===== src/rtl/ddr_preload_pkg.sv =====
// Shared types and helpers for the DDR preload packer.
//   state_t     : controller states
//   phase_t     : write pass or readback pass
//   wpl_of      : source words per DDR line
//   line_cnt_w  : width of the line counter (holds 0..NUM_LINES)
//   BE_ALL_ONES : all-ones byte-enable pattern; the top slices its own width
//                 from the LSBs, so lines up to BE_MAX_W*8 bits are supported.
package ddr_preload_pkg;

  typedef enum logic [2:0] {
    IDLE  = 3'd0,
    FETCH = 3'd1,
    WRITE = 3'd2,
    GAP   = 3'd3,
    READ  = 3'd4,
    CHECK = 3'd5,
    DONE  = 3'd6,
    FAIL  = 3'd7
  } state_t;

  typedef enum logic {
    WR = 1'b0,
    RD = 1'b1
  } phase_t;

  localparam int BE_MAX_W = 512;
  localparam logic [BE_MAX_W-1:0] BE_ALL_ONES = '1;

  function automatic int wpl_of(input int data_w, input int word_w);
    return data_w / word_w;
  endfunction

  function automatic int line_cnt_w(input int num_lines);
    return $clog2(num_lines + 1);
  endfunction

endpackage


===== src/rtl/ddr_preload_packer_line_packer.sv =====
// Assembles WPL = DATA_W/WORD_W source words into one DDR line.
//   clk, reset : clock, synchronous active-high reset
//   word_valid : a source word is present on word this cycle
//   word       : source word; word k of a line lands in line[k*WORD_W +: WORD_W]
//   first      : marks word 0 of a line; the rest of the line is cleared
//   line       : packed line
//   full       : all WPL words of the current line have been captured
module line_packer #(
  parameter int DATA_W = 256,
  parameter int WORD_W = 32
) (
  input  logic              clk,
  input  logic              reset,
  input  logic              word_valid,
  input  logic [WORD_W-1:0] word,
  input  logic              first,
  output logic [DATA_W-1:0] line,
  output logic              full
);
  import ddr_preload_pkg::*;

  localparam int WPL = wpl_of(DATA_W, WORD_W);
  localparam int IW  = $clog2(WPL + 1);

  logic [IW-1:0] idx;

  always_ff @(posedge clk) begin
    if (reset) begin
      line <= '0;
      idx  <= '0;
      full <= 1'b0;
    end else if (word_valid) begin
      if (first) begin
        line <= DATA_W'(word);
        idx  <= IW'(1);
        full <= (WPL == 1);
      end else if (idx < IW'(WPL)) begin
        line[int'(idx)*WORD_W +: WORD_W] <= word;
        idx  <= idx + IW'(1);
        full <= (idx == IW'(WPL - 1));
      end
    end
  end

endmodule


===== src/rtl/ddr_preload_packer.sv =====
// Preloads NUM_LINES DDR lines from a 32-bit pattern source, then optionally
// reads every line back and compares it with a freshly packed copy.
//   clk, reset   : clock, synchronous active-high reset
//   start        : one-cycle pulse starting a preload (ignored while busy)
//   src_addr     : source word address (registered); src_data returns 1 cycle later
//   src_data     : source word
//   wr_req/wr_addr/wr_data/wr_be, wr_ack : line write request, held until wr_ack
//   rd_req/rd_addr, rd_valid/rd_data     : line read request, held until rd_valid
//   busy         : a preload or verify is in progress
//   setup_done   : everything written (and verified, if enabled); held
//   verify_fail  : readback mismatch seen; sticky until next start
//   err_line     : line index of the first mismatch
module ddr_preload_packer
  import ddr_preload_pkg::*;
#(
  parameter int DATA_W     = 256,
  parameter int WORD_W     = 32,
  parameter int ADDR_W     = 25,
  parameter int SRC_AW     = 10,
  parameter int NUM_LINES  = 4,
  parameter int BASE_ADDR  = 0,
  parameter int GAP_CYCLES = 30,
  parameter int VERIFY_EN  = 1
) (
  input  logic                clk,
  input  logic                reset,
  input  logic                start,
  output logic [SRC_AW-1:0]   src_addr,
  input  logic [WORD_W-1:0]   src_data,
  output logic                wr_req,
  output logic [ADDR_W-1:0]   wr_addr,
  output logic [DATA_W-1:0]   wr_data,
  output logic [DATA_W/8-1:0] wr_be,
  input  logic                wr_ack,
  output logic                rd_req,
  output logic [ADDR_W-1:0]   rd_addr,
  input  logic                rd_valid,
  input  logic [DATA_W-1:0]   rd_data,
  output logic                busy,
  output logic                setup_done,
  output logic                verify_fail,
  output logic [ADDR_W-1:0]   err_line
);

  localparam int WPL      = wpl_of(DATA_W, WORD_W);
  localparam int LCW      = line_cnt_w(NUM_LINES);
  localparam int FW       = $clog2(WPL + 1);
  localparam int GW       = (GAP_CYCLES > 0) ? $clog2(GAP_CYCLES + 1) : 1;
  localparam int GAP_LAST = (GAP_CYCLES > 0) ? GAP_CYCLES - 1 : 0;
  localparam int BE_W     = DATA_W / 8;
  localparam logic [BE_W-1:0] BE_LINE = BE_ALL_ONES[BE_W-1:0];

  state_t            state;
  phase_t            phase;
  logic [LCW-1:0]    line;
  logic [FW-1:0]     fetch_cnt;
  logic [GW-1:0]     gap_cnt;
  logic              vld_p1;
  logic              first_p1;
  logic [DATA_W-1:0] rd_line_p1;
  logic [DATA_W-1:0] pk_line;
  logic              pk_full;
  logic              last_line;
  logic              wr_line_done;
  logic [ADDR_W-1:0] line_addr;

  function automatic logic [SRC_AW-1:0] src_word_addr(input logic [LCW-1:0] n,
                                                      input logic [FW-1:0]  k);
    return SRC_AW'(int'(n) * WPL + int'(k));
  endfunction

  assign last_line    = (line == LCW'(NUM_LINES - 1));
  assign line_addr    = ADDR_W'(BASE_ADDR) + ADDR_W'(line);
  assign wr_line_done = (state == WRITE && wr_ack && GAP_CYCLES == 0) ||
                        (state == GAP && gap_cnt == GW'(GAP_LAST));
  assign busy         = !(state == IDLE || state == DONE || state == FAIL);
  assign wr_data      = pk_line;
  assign wr_be        = wr_req ? BE_LINE : '0;

  // ---- stage p0 -> p1: source word returns one cycle after its address ----
  line_packer #(
    .DATA_W(DATA_W),
    .WORD_W(WORD_W)
  ) u_packer (
    .clk       (clk),
    .reset     (reset),
    .word_valid(vld_p1),
    .word      (src_data),
    .first     (first_p1),
    .line      (pk_line),
    .full      (pk_full)
  );

  // ---- stage p1: readback line held for the CHECK compare ----
  always_ff @(posedge clk) begin
    if (state == READ && rd_valid) rd_line_p1 <= rd_data;
  end

  always_ff @(posedge clk) begin
    if (reset) begin
      state       <= IDLE;
      phase       <= WR;
      line        <= '0;
      fetch_cnt   <= '0;
      gap_cnt     <= '0;
      src_addr    <= '0;
      vld_p1      <= 1'b0;
      first_p1    <= 1'b0;
      wr_req      <= 1'b0;
      wr_addr     <= '0;
      rd_req      <= 1'b0;
      rd_addr     <= '0;
      setup_done  <= 1'b0;
      verify_fail <= 1'b0;
      err_line    <= '0;
    end else begin
      vld_p1   <= 1'b0;
      first_p1 <= 1'b0;
      case (state)
        IDLE, DONE, FAIL: begin
          if (start) begin
            line        <= '0;
            phase       <= WR;
            setup_done  <= 1'b0;
            verify_fail <= 1'b0;
            err_line    <= '0;
            state       <= FETCH;
            fetch_cnt   <= '0;
            src_addr    <= src_word_addr('0, '0);
          end
        end
        FETCH: begin
          // Address k goes out in cycle k; its word is captured in cycle k+1.
          if (fetch_cnt < FW'(WPL)) begin
            vld_p1   <= 1'b1;
            first_p1 <= (fetch_cnt == '0);
          end
          if (fetch_cnt == FW'(WPL)) begin
            if (phase == WR) begin
              state   <= WRITE;
              wr_req  <= 1'b1;
              wr_addr <= line_addr;
            end else begin
              state   <= READ;
              rd_req  <= 1'b1;
              rd_addr <= line_addr;
            end
          end else begin
            fetch_cnt <= fetch_cnt + FW'(1);
            if (fetch_cnt < FW'(WPL - 1))
              src_addr <= src_word_addr(line, fetch_cnt + FW'(1));
          end
        end
        WRITE: begin
          if (wr_ack) begin
            wr_req  <= 1'b0;
            state   <= GAP;
            gap_cnt <= '0;
          end
        end
        GAP: gap_cnt <= gap_cnt + GW'(1);
        READ: begin
          if (rd_valid) begin
            rd_req <= 1'b0;
            state  <= CHECK;
          end
        end
        CHECK: begin
          if (!pk_full || rd_line_p1 != pk_line) begin
            verify_fail <= 1'b1;
            err_line    <= ADDR_W'(line);
            state       <= FAIL;
          end else if (last_line) begin
            setup_done <= 1'b1;
            state      <= DONE;
          end else begin
            line      <= line + LCW'(1);
            state     <= FETCH;
            fetch_cnt <= '0;
            src_addr  <= src_word_addr(line + LCW'(1), '0);
          end
        end
        default: state <= IDLE;
      endcase

      // End of a line's write (after the gap, or straight from WRITE when
      // there is no gap); overrides the GAP/WRITE transitions above.
      if (wr_line_done) begin
        if (!last_line) begin
          line      <= line + LCW'(1);
          state     <= FETCH;
          fetch_cnt <= '0;
          src_addr  <= src_word_addr(line + LCW'(1), '0);
        end else if (VERIFY_EN != 0) begin
          line      <= '0;
          phase     <= RD;
          state     <= FETCH;
          fetch_cnt <= '0;
          src_addr  <= src_word_addr('0, '0);
        end else begin
          setup_done <= 1'b1;
          state      <= DONE;
        end
      end
    end
  end

endmodule


===== config.mk =====
export PLATFORM = sky130hd
export DESIGN_NAME = ddr_preload_packer
export DESIGN_NICKNAME = d
export VERILOG_FILES = /design/src/rtl/ddr_preload_pkg.sv /design/src/rtl/ddr_preload_packer_line_packer.sv /design/src/rtl/ddr_preload_packer.sv
export SDC_FILE = /design/constraint.sdc
export NUM_CORES = 1
export LEC_CHECK = 0
export BUFFER_PORTS_ARGS = -buffer_cell sky130_fd_sc_hd__buf_2
export CAP_MARGIN = 20
export CELL_PAD_IN_SITES_DETAIL_PLACEMENT = 1
export CELL_PAD_IN_SITES_GLOBAL_PLACEMENT = 2
export CORE_ASPECT_RATIO = 0.75
export CORE_UTILIZATION = 32
export DETAILED_ROUTE_END_ITERATION = 8
export GPL_TIMING_DRIVEN = 1
export PLACE_DENSITY_LB_ADDON = 0.1
export SKIP_CTS_REPAIR_TIMING = 1
export SLEW_MARGIN = 20
export SYNTH_ARGS = -nofsm -noshare
export SYNTH_HDL_FRONTEND = slang
export SYNTH_SLANG_ARGS = --single-unit

===== constraint.sdc =====
create_clock -name clk -period 27.2 [get_ports clk]
set_input_delay 1.36 -clock clk [delete_from_list [all_inputs] [get_ports clk]]
set_output_delay 1.36 -clock clk [all_outputs]
set_load 0.01 [all_outputs]

# Word level (Yosys, flattened, before mapping)

Index checks and enable logic that the tools add are counted.

Register bits after elaboration: 580
Bits of input ports: 293
Output and inout port bits: 378
Word-level logic and storage cells: 161

$add $sub $neg: 6
$lt $le $gt $ge: 3
Equality and inequality tests: 31
Shift-type cells: 2
Muxes and demuxes: 60
Bitwise logic cells: 3
Reductions and logical operators: 36

Operator list:

| kind                      | count |
|---|---|
| $mux 256                  | 2 |
| $bwmux 256                | 1 |
| $ne 256x256->1            | 1 |
| $shift 32x33->256 const A | 1 |
| $shiftx 32x33->256        | 1 |
| $mux 10                   | 6 |
| $mux 25                   | 2 |
| $pmux 25 s2               | 1 |
| $mux 3                    | 12 |
| $neg 9->33                | 1 |
| $mux 32                   | 1 |
| $pmux 10 s3               | 1 |
| $mux 4                    | 6 |
| $ne 3x3->1 const B        | 8 |
| $ne 2x2->1 const B        | 11 |
| $mux 1                    | 18 |
| $reduce_and 4->1          | 4 |
| $pmux 3 s5                | 1 |
| $reduce_and 5->1          | 3 |
| $eq 3x3->1 const B        | 4 |
| $pmux 4 s3                | 1 |
| $pmux 5 s2                | 1 |
| $reduce_bool 2->1         | 5 |
| $eq 3x2->1 const B        | 3 |
| 29 further kinds          | 46 |

# Depth between registers and ports, before layout

Gate-level depths: netlist (run 1).

Word-level depth: 6
Gate-level depth with buffers: 12

# By module

From an unflattened synthesis (run 1), not the netlist that was laid out.

Cells, all modules: 1895
Area, all modules: 23049.6 µm²

By module, submodules not included:

| module             | instances | cells an instance | area each (µm²) |
|---|---|---|---|
| ddr_preload_packer | 1         | 1083              | 13834.5 |
| line_packer        | 1         | 812               | 9215.1 |

# Least setup slack after synthesis (run 1)

Ideal clock, no wire load.

Kind: input-to-reg
From: in rd_valid
To: reg rd_req
Library setup time: 0.139 ns
Arrival: 19.721 ns
Required time: 27.061 ns
Slack: 7.340 ns
Stages: 4
Path buffers: 0
Cells stage by stage: nand2_1 nor3_1 nand2b_1 a21oi_1

Longest elaborated chain between the ends: 2

RTL lines:

| item                       | RTL line                  | source |
|---|---|---|
| start, declared            | ddr_preload_packer.sv:37  | `input logic rd_valid,` |
| $ne 2x2->1 (no line)       | --                        |  |
| $reduce_and 4->1 (no line) | --                        |  |
| end signal, assigned       | ddr_preload_packer.sv:111 | `rd_req <= 1'b0;` |
| end signal, assigned       | ddr_preload_packer.sv:145 | `rd_req <= 1'b1;` |
| end signal, assigned       | ddr_preload_packer.sv:164 | `rd_req <= 1'b0;` |
| end, declared              | ddr_preload_packer.sv:35  | `output logic rd_req,` |

Every way passes these cells.
A chain may end at the register's enable or synchronous reset.

# Worst setup path in the final report (run 1)

From: reg rd_line_p1[226]
To: reg err_line[1]

Longest elaborated chain between the ends: 4

RTL lines:

| item                       | RTL line                  | source |
|---|---|---|
| start, declared            | ddr_preload_packer.sv:60  | `logic [DATA_W-1:0] rd_line_p1;` |
| start signal, assigned     | ddr_preload_packer.sv:96  | `if (state == READ && rd_valid) rd_line_p1 <= rd_data;` |
| $ne 256x256->1             | ddr_preload_packer.sv:169 | `if (!pk_full \|\| rd_line_p1 != pk_line) begin` |
| $logic_or 1x1->1           | ddr_preload_packer.sv:169 |  |
| $ne 2x2->1 (no line)       | --                        |  |
| $reduce_and 3->1 (no line) | --                        |  |
| end signal, assigned       | ddr_preload_packer.sv:171 | `err_line <= ADDR_W'(line);` |
| end, declared              | ddr_preload_packer.sv:42  | `output logic [ADDR_W-1:0] err_line` |

Every way passes these cells.

==> flow_metrics.py, run 1 <==
metrics = {
    "critical_path": {
        "regToRegStartpoint": "rd_line_p1[226]$_DFFE_PP_",
        "worst-endpoint-required_ps": 27750,
        "startpoint_type": "register",
        "reg2reg_slack_ps": 23630,
        "cp_max_fo": 6,
        "critPathKind": "reg -> reg",
        "rr_worst_depth": 8,
        "end_kind": "register",
        "r2r-end": "err_line[1]$_SDFFE_PP0P_",
        "cp.arrival_ps": 4120,
    },
    "global_route": {
        "grt_usage_pct": 28.0,
        "grt-ovfl-total": 0,
        "antenna_found_initial": 10,
        "grt_pass1_wl_mm": 143,
        "grt_max_degree": 157,
        "first_global_vias": 18400,
    },
    "route": {
        "vias_per_cell": 5.21,
        "drt-pass1-iter-count": 5,
        "route.vias.total": 18800,
        "wl_per_cell_um": 29.4,
        "drt_iter0_drc": 1632,
        "drt_wl_total_mm": 106,
        "drc": 0,
        "postRouteAntennaNets": 0,
    },
    "synthesis": {
        "ys_seq_area_share_pct": 59.5,
        "ys_async_sr_fraction_pct": 0,
        "synthCells": 2071,
        "yosys_most_used_dff": "dfxtp_1",
        "syn_area_mm2": 0.0230,
        "synth-warning-count": 0,
        "synth-edff-count": 256,
        "synth.avg_cell_area_um2": 11.1,
        "netlist-cell-type-count": 73,
        "synth_seq_cells": 555,
    },
    "clocking": {
        "numClockSinks": 555,
        "clockBufferDepth": 3,
        "cts_tree": "done",
        "clk_latency_ps": 660,
        "htree_levels": 2,
        "clk_transition_reported_paths_ps": 60,
        "cts_root_buf": "clkbuf_16",
        "cts_made_buffers": 59,
    },
    "worst_hold_path": {
        "hp-class": "reg -> reg",
        "hp-start": "rd_addr[1]$_SDFFE_PP0P_",
        "hold_path_end": "rd_addr[1]$_SDFFE_PP0P_",
        "hold-path-cell-count": 2,
    },
    "floorplanning": {
        "rows": 84,
        "start_util_pct": 32.6,
        "io_pins": 671,
        "fp.dieH_um": 234,
        "coreArea_mm2": 0.0706,
        "design.die.area_mm2": 0.0729,
        "die_w_um": 312,
    },
    "placement": {
        "dp_cells": 3486,
        "detailed_place.area_mm2": 0.0266,
        "gp_congestion": 0.896,
        "portBuffers": 601,
        "dp.final_hpwl_mm": 78.6,
    },
    "final_layout": {
        "area_delta_synth_final_pct": 24.1,
        "finalNetCount": 2907,
        "design_area_mm2": 0.0285,
        "mostFrequentLayoutCells": "buf_2 (600), dfxtp_1 (299), nor2_1 (274), edfxtp_1 (256), a22oi_1 (169)",
        "stdcell_count": 3602,
        "drive_above_1_share_pct": 28.6,
        "layout_commonest_cell": "buf_2",
    },
    "power": {
        "finalPower_mw": 1.80,
        "ir_worst_vdd_mv": 0.0488,
        "p_per_area_mw_per_mm2": 63.0,
        "internal-power_mw": 1.37,
        "p_seq_share_pct": 49.0,
        "swShare_pct": 23.9,
        "p_leak_nw": 11.5,
        "power_frac_comb_pct": 5.1,
        "p_switching_mw": 0.429,
        "power_frac_clock_pct": 45.9,
    },
    "sta": {
        "rsz0062_at_grt": "false",
        "period_share_pct": 13.1,
        "finalHoldViolations": 0,
        "tns_ps": 0,
        "timing.fmax_ghz": 0.280,
        "post-route-min-period_ps": 3570,
        "holdWs_ps": 456,
        "finalClockSkew_ps": 31.6,
        "setup-violations-final": 0,
        "timing.final.max_slew_violations": 0,
        "slew_headroom_pct": 31.0,
        "worstMarginPinSlew_ps": 1030,
    },
    "job": {
        "cap_violations": 0,
    },
    "run_status": {
        "outcome": "finished, final reports clean",
    },
}
cells in the mapped netlist, types with 4 or more instances:
library cell,n,area share (%)
a22oi_1,169,5.5
nor3_1,11,0.24
inv_1,80,1.3
o2111ai_1,14,0.53
nor2b_1,75,2.0
a2111o_1,9,0.44
dfxtp_1,299,26
inv_2,4,0.065
a21oi_1,61,1.3
nor4_1,41,1.1
buf_4,101,3.3
a2111oi_0,9,0.34
nand3_1,46,1.0
ha_1,12,0.65
o21ai_1,7,0.15
mux2i_1,45,2.0
or4_1,5,0.16
edfxtp_1,256,33
a32oi_1,30,1.1
o21ai_0,8,0.17
buf_2,19,0.41
xnor2_1,47,1.8
xor2_1,102,3.9
clkbuf_2,6,0.13
nand4_1,26,0.71
and4_1,6,0.23
nor2_1,277,4.5
nand2_1,80,1.3
o22ai_1,23,0.63
nand2b_1,39,1.1
clkbuf_1,98,1.6
how the worst max path moves through the flow:
stage,start,end
final,rd_line_p1[226]$_DFFE_PP_,err_line[1]$_SDFFE_PP0P_
after global routing,rd_line_p1[216]$_DFFE_PP_,err_line[1]$_SDFFE_PP0P_
after CTS,rd_line_p1[119]$_DFFE_PP_,err_line[1]$_SDFFE_PP0P_
after detailed placement,rd_valid,rd_req$_SDFFE_PP0P_
after global placement,reset,state[2]$_SDFFE_PP0P_
after floorplan,rd_valid,rd_req$_SDFFE_PP0P_
final cells by class:
cell class	count	area, um2
Sequential cell	555	13700
Fill cell	7984	42100
Multi-Input combinational cell	1273	8150
Inverter	85	319
Antenna cell	3	7.51
Tap cell	946	1180
Timing Repair Buffer	628	3270
Clock buffer	82	1660
Clock inverter	30	270
power groups by stage:
stage	registers [mW]	clock network [mW]	logic [mW]
after detailed placement	0.899	0	0.0905
after global placement	0.899	0	0.0893
after floorplan	0.898	0	0.0457
after global routing	0.881	0.868	0.0965
final	0.881	0.825	0.0911
after CTS	0.881	0.839	0.0911
worst max-delay path, cell delays in order, from the launching register on:
cell      delay (ps)
edfxtp_1         380
xor2_1           150
nor4_1           720
nand4_1          550
nor4_1           520
and4_1           330
and2_4           210
nand2b_1         340
mux2i_1          250
kinds of logic (layout without fill, tap and decap cells):
logic type               count (synthesis)  after routing  share of synthesized area, %
other                                    1             72                        0.0163
XOR/XNOR                               149            149                          5.67
flip-flops                             555            555                          59.5
AND/OR/NAND/NOR                        624            624                          13.1
buffers and inverters                  311            825                          6.86
AO/OA/AOI/OAI                          373            373                          12.2
multiplexers                            46             46                          2.02
adder cells (fa/ha/maj)                 12             12                         0.653
flip-flops by register name, indices dropped and copies added (netlist names), 4 cells and up:
name,count
u_packer.idx,4
gap_cnt,5
fetch_cnt,4
rd_line_p1,256
src_addr,7
u_packer.line,256
stage by stage:
| stage | worst slack, ps | utilization, % |
|---|---|---|
| after floorplan | 7340 | - |
| after global routing | 23510 | 40.4 |
| final | 23630 | 40.4 |
| after global placement | 23290 | 37.6 |
| after detailed placement | 23230 | 37.6 |
| after CTS | 23680 | 40.3 |
per-layer routing:
metal	share of wire (%)	wire length (um)	up-vias	track usage, %
met2	46	49000	796	45.0
met1	42	44800	9488	36.6
met4	2.3	2420	8	7.33
met3	8.9	9430	154	8.42
met5	0.044	46	-	2.01
li1	-	-	8307	-
No activity file was read; power rests on OpenSTA's default activity.
==> inputs of run 2 (changes only) <==
--- a/config.mk
+++ b/config.mk
@@ -5,12 +5,13 @@
 export SDC_FILE = /design/constraint.sdc
 export NUM_CORES = 1
 export LEC_CHECK = 0
+export ABC_AREA = 1
 export BUFFER_PORTS_ARGS = -buffer_cell sky130_fd_sc_hd__buf_2
 export CAP_MARGIN = 20
 export CELL_PAD_IN_SITES_DETAIL_PLACEMENT = 1
 export CELL_PAD_IN_SITES_GLOBAL_PLACEMENT = 2
 export CORE_ASPECT_RATIO = 0.75
-export CORE_UTILIZATION = 32
+export CORE_UTILIZATION = 27
 export DETAILED_ROUTE_END_ITERATION = 8
 export GPL_TIMING_DRIVEN = 1
 export PLACE_DENSITY_LB_ADDON = 0.1
==> constraint.sdc (replaced) <==
create_clock -name clk -period 2.9 [get_ports clk]
set_input_delay 0.145 -clock clk [delete_from_list [all_inputs] [get_ports clk]]
set_output_delay 0.145 -clock clk [all_outputs]
set_load 0.01 [all_outputs]
==> flow_metrics.py, run 2 <==
metrics = {
    "route": {
        "postRouteAntennaNets": 0,
        "drt-pass1-iter-count": 5,
        "drt_wl_total_mm": 114,
        "route.vias.total": 23500,
        "drc": 0,
        "wl_per_cell_um": 22.0,
        "vias_per_cell": 4.56,
        "drt_iter0_drc": 1286,
    },
    "worst_hold_path": {
        "hp-class": "in -> reg",
    },
    "global_route": {
        "grt-ovfl-total": 0,
        "grt_max_degree": 93,
        "grt_usage_pct": 23.1,
        "antenna_found_initial": 8,
        "first_global_vias": 22800,
        "grt_pass1_wl_mm": 157,
    },
    "floorplanning": {
        "rows": 96,
        "start_util_pct": 27.3,
        "io_pins": 671,
        "coreArea_mm2": 0.0915,
        "fp.dieH_um": 265,
        "die_w_um": 353,
        "design.die.area_mm2": 0.0937,
    },
    "final_layout": {
        "finalNetCount": 4180,
        "drive_above_1_share_pct": 21.6,
        "final_util_pct": 37.6,
        "fillCellCount": 11000,
        "largestRegisters": "rd_line_p1 (256), u_packer.line (256), src_addr (7)",
        "area_delta_synth_final_pct": 37.8,
        "design_area_mm2": 0.0344,
        "mostFrequentLayoutCells": "nand2_1 (701), buf_2 (600), inv_1 (375), nor2_1 (317), dfxtp_1 (297)",
        "stdcell_count": 5159,
        "layout_commonest_cell": "nand2_1",
    },
    "clocking": {
        "clockBufferDepth": 3,
        "htree_levels": 3,
        "cts_root_buf": "clkbuf_16",
        "clk_transition_reported_paths_ps": 60,
        "cts_tree": "done",
        "clk_latency_ps": 630,
        "numClockSinks": 555,
        "cts_made_buffers": 67,
    },
    "synthesis": {
        "synth_top_cell_area_share_pct": 30.8,
        "syn_area_mm2": 0.0250,
        "synth.avg_cell_area_um2": 8.31,
        "post-synth-top-area-cell": "edfxtp_1",
        "synth_seq_cells": 555,
        "yosys-top-cells-area": "edfxtp_1 (31%), dfxtp_1 (24%), nand2_1 (11%)",
        "ys_seq_area_share_pct": 54.8,
        "synth-warning-count": 0,
        "synthCells": 3004,
        "synth-edff-count": 256,
        "netlist-cell-type-count": 43,
        "yosys_most_used_dff": "dfxtp_1",
        "ys_async_sr_fraction_pct": 0,
        "yosysMostFrequentCell": "nand2_1",
        "synth.top_cells.by_count": "nand2_1 (704), inv_1 (378), nor2_1 (324)",
    },
    "critical_path": {
        "critPathKind": "reg -> reg",
        "worst-endpoint-required_ps": 3450,
        "cp_max_fo": 22,
        "regToRegStartpoint": "u_packer.idx[0]$_SDFFE_PP0P_",
        "end_kind": "register",
        "rr_worst_depth": 11,
        "r2r-end": "u_packer.line[211]$_SDFFE_PP0P_",
        "reg2reg_slack_ps": 160,
        "cp.arrival_ps": 3290,
        "startpoint_type": "register",
        "worstSetupEndpoint": "u_packer.line[211]$_SDFFE_PP0P_",
        "worstSetupStartpoint": "u_packer.idx[0]$_SDFFE_PP0P_",
    },
    "placement": {
        "dp.final_hpwl_mm": 84.8,
        "portBuffers": 601,
        "dp_cells": 4745,
        "gp_congestion": 0.835,
        "detailed_place.area_mm2": 0.0292,
        "place_ws_ps": -225,
    },
    "sta": {
        "setup-violations-final": 0,
        "timing.fmax_ghz": 0.365,
        "post-route-min-period_ps": 2740,
        "timing.final.max_slew_violations": 0,
        "tns_ps": 0,
        "finalClockSkew_ps": 24.9,
        "worstMarginPinSlew_ps": 969,
        "slew_headroom_pct": 34.9,
        "fin_ws_ps": 161,
        "period_share_pct": 94.5,
        "holdWs_ps": 9.16,
        "finalHoldViolations": 0,
    },
    "power": {
        "swShare_pct": 30.7,
        "internal-power_mw": 14.8,
        "p_switching_mw": 6.57,
        "p_seq_share_pct": 41.2,
        "power_frac_comb_pct": 18.0,
        "p_leak_nw": 14.9,
        "ir_worst_vdd_mv": 0.374,
        "finalPower_mw": 21.4,
        "power_frac_clock_pct": 40.8,
        "p_per_area_mw_per_mm2": 621,
    },
    "run_status": {
        "outcome": "finished, final reports clean",
    },
    "job": {
        "cap_violations": 0,
    },
}
[run 2: per-layer routing]
layer,global-route usage [%],share of wire [%],up-vias
li1,-,-,11300
met1,30.4,45,11500
met2,37.8,47,582
met3,4.62,4.9,142
met4,7.31,2.8,4
met5,0,0.019,-
[run 2: area by class of cell]
class / instances / area [um2] / area share (%)
flip-flops and latches: 555 / 13700 / 39.7
multi-input cells: 1915 / 8960 / 26.0
repair buffers: 953 / 6540 / 19.0
clock buffers: 100 / 2030 / 5.89
well taps: 1225 / 1530 / 4.45
inverters: 383 / 1440 / 4.18
clock inverters: 24 / 224 / 0.651
diodes: 4 / 10.0 / 0.0291
[run 2: worst max-delay path: stages (launching register included)]
cell	delay (ps)
dfxtp_1	510
inv_1	110
ha_1	290
nand2_1	140
nor2_2	60
buf_4	170
nor2_1	90
inv_1	230
buf_4	320
nor2_1	380
nand3_1	170
a21oi_1	170
[run 2: cells by family (layout without fill, tap and decap cells)]
kind of cell / after synthesis / in the layout / synth area share, %
fa+ha+maj: 12 / 12 / 0.601
flops: 555 / 555 / 54.8
compound gates: 426 / 427 / 8.99
xor+xnor: 67 / 67 / 2.43
buf+inv: 603 / 1460 / 10.8
simple gates: 1340 / 1340 / 22.4
other cells: 1 / 73 / 0.0150
[run 2: worst min path at each step]
stage	endpoint	slack, ps	depth (start not counted)	startpoint
6_report	u_packer.line[10]$_SDFFE_PP0P_	9	3	src_data[10]
5_1_grt	u_packer.line[10]$_SDFFE_PP0P_	7	3	src_data[10]
4_1_cts	rd_line_p1[200]$_DFFE_PP_	-360	1	rd_data[200]
3_5_place_dp	rd_line_p1[144]$_DFFE_PP_	320	1	rd_data[144]
3_3_place_gp	rd_line_p1[206]$_DFFE_PP_	320	1	rd_data[206]
2_1_floorplan	rd_line_p1[0]$_DFFE_PP_	240	0	rd_data[0]
[run 2: power groups by stage]
stage / Combinational (mW) / Clock [mW] / Sequential [mW]
after floorplan: 1.77 / 0 / 8.92
after global placement: 3.46 / 0 / 8.98
after detailed placement: 3.50 / 0 / 8.98
after CTS: 3.52 / 9.04 / 8.81
after global routing: 4.18 / 9.32 / 8.84
final: 3.84 / 8.73 / 8.81
==> inputs of run 3 (changes only) <==
--- a/config.mk
+++ b/config.mk
@@ -9,12 +9,12 @@
 export BUFFER_PORTS_ARGS = -buffer_cell sky130_fd_sc_hd__buf_2
 export CAP_MARGIN = 20
 export CELL_PAD_IN_SITES_DETAIL_PLACEMENT = 1
-export CELL_PAD_IN_SITES_GLOBAL_PLACEMENT = 2
+export CELL_PAD_IN_SITES_GLOBAL_PLACEMENT = 1
 export CORE_ASPECT_RATIO = 0.75
-export CORE_UTILIZATION = 27
+export CORE_UTILIZATION = 35
 export DETAILED_ROUTE_END_ITERATION = 8
 export GPL_TIMING_DRIVEN = 1
-export PLACE_DENSITY_LB_ADDON = 0.1
+export PLACE_DENSITY = 0.74
 export SKIP_CTS_REPAIR_TIMING = 1
 export SLEW_MARGIN = 20
 export SYNTH_ARGS = -nofsm -noshare
==> flow_metrics.py, run 3 (synthesized netlist as in run 2, its figures left out) <==
metrics = {
    "power": {
        "p_per_area_mw_per_mm2": 601,
        "finalPower_mw": 20.3,
        "ir_worst_vdd_mv": 0.403,
        "p_leak_nw": 14.8,
    },
    "clocking": {
        "cts_made_buffers": 59,
        "clk_latency_ps": 640,
        "htree_levels": 2,
        "clockBufferDepth": 3,
        "cts_tree": "done",
        "numClockSinks": 555,
        "cts_root_buf": "clkbuf_16",
        "clk_transition_reported_paths_ps": 60,
    },
    "critical_path": {
        "end_kind": "register",
        "critPathKind": "reg -> reg",
        "critPathMaxStageDelay_ps": 400,
        "critPathSlowestCell": "dfxtp_1",
        "worst-endpoint-required_ps": 3480,
        "startpoint_type": "register",
        "cp.arrival_ps": 3350,
        "path_common_cell": "nand2_1",
        "cp_max_fo": 14,
        "path_cells": "inv_1 -> nand2_1 -> o21ai_0 -> nor2_1 -> nand2_1 -> nor2_1 -> nand2_1 -> nor2_1 -> nand2_1 -> nor2_1 -> nand3_1 -> nand2_1 -> nand4_1 -> buf_4 -> nand2_1 -> nand2_1 -> nor2_1",
    },
    "final_layout": {
        "mostFrequentLayoutCells": "nand2_1 (703), buf_2 (600), inv_1 (375), nor2_1 (320), dfxtp_1 (298)",
        "finalNetCount": 4183,
        "area_delta_synth_final_pct": 35.2,
        "drive_above_1_share_pct": 21.3,
        "layout_commonest_cell": "nand2_1",
        "design_area_mm2": 0.0337,
        "largestRegisters": "rd_line_p1 (256), u_packer.line (256), src_addr (7)",
    },
    "global_route": {
        "antenna_found_initial": 10,
        "grt_usage_pct": 27.1,
        "first_global_vias": 22200,
        "grt-ovfl-total": 0,
        "grt_max_degree": 122,
        "grt_pass1_wl_mm": 143,
    },
    "route": {
        "drt_iter0_drc": 1704,
        "route.vias.total": 24200,
        "drc": 0,
        "vias_per_cell": 4.96,
        "drt_wl_total_mm": 112,
        "drt-pass1-iter-count": 6,
        "postRouteAntennaNets": 0,
        "wl_per_cell_um": 23.0,
    },
    "floorplanning": {
        "start_util_pct": 35.5,
        "die_w_um": 310,
        "design.die.area_mm2": 0.0724,
        "fp.dieH_um": 233,
        "coreArea_mm2": 0.0703,
        "rows": 84,
        "io_pins": 671,
    },
    "sta": {
        "slew_headroom_pct": 33.4,
        "timing.final.max_slew_violations": 0,
        "finalHoldViolations": 0,
        "post-route-min-period_ps": 2770,
        "timing.fmax_ghz": 0.361,
        "finalClockSkew_ps": 24.2,
        "worstMarginPinSlew_ps": 997,
        "fin_ws_ps": 131,
        "setup-violations-final": 0,
        "period_share_pct": 95.5,
    },
    "placement": {
        "gp_congestion": 0.896,
        "dp.final_hpwl_mm": 76.5,
        "place_ws_ps": 244,
        "portBuffers": 601,
        "detailed_place.area_mm2": 0.0289,
    },
    "worst_hold_path": {
        "hp-class": "in -> reg",
    },
    "run_status": {
        "outcome": "finished, final reports clean",
    },
    "job": {
        "cap_violations": 0,
    },
}
-- run 3: layer usage --
layer	part of all wire [%]	up-vias	global-route usage (%)	routed length, um
met2	49	912	45.1	55100
met4	3.5	4	8.30	3900
met3	7.0	214	5.96	7800
li1	-	11300	-	-
met5	0.024	-	0	27
met1	40	11800	34.9	45200
-- run 3: layout make-up --
| cell class | instances | area (um2) |
|---|---|---|
| clock inverter | 13 | 110 |
| clock buffer | 99 | 1830 |
| inverter | 383 | 1440 |
| antenna | 8 | 20.0 |
| timing repair buffer | 965 | 6620 |
| fill | 8452 | 36600 |
| tap | 946 | 1180 |
| multi-input combinational | 1914 | 8870 |
| sequential | 555 | 13700 |
-- run 3: through the flow --
stage          util (%)  setup TNS (ps)  instances  hold slack, ps
6_report           48.0               0       4883            21.2
3_5_place_dp       41.1               0       4475             323
3_3_place_gp       41.1               0       4475             321
5_1_grt            48.0            -545       4879            29.0
2_1_floorplan         -         -485140       3072             244
4_1_cts            43.9               0       4587            -363
-- run 3: critical path: cells and delay by family, from the launching register on --
family                 cells  cell delay, ps
buffers and inverters      2             270
AND/OR/NAND/NOR           14            1930
flip-flops                 1             400
AO/OA/AOI/OAI              1             100
-- run 3: final timing paths --
| check | start | to | slack (ps) | cells after the start |
|---|---|---|---|---|
| max reg2reg | u_packer.line[185]$_SDFFE_PP0P_ | src_addr[4]$_SDFFE_PP0P_ | 130 | 17 |
| min reg2reg | rd_addr[0]$_SDFFE_PP0P_ | rd_addr[0]$_SDFFE_PP0P_ | 460 | 2 |
| max | u_packer.line[185]$_SDFFE_PP0P_ | src_addr[4]$_SDFFE_PP0P_ | 130 | 17 |
| min | start | setup_done$_SDFFE_PP0P_ | 20 | 5 |
-- run 3: where the power goes --
part | internal [mW] | total (mW) | switching (mW)
combinational | 1.19 | 3.71 | 2.53
sequential | 8.45 | 8.76 | 0.308
clock | 4.38 | 7.82 | 3.44
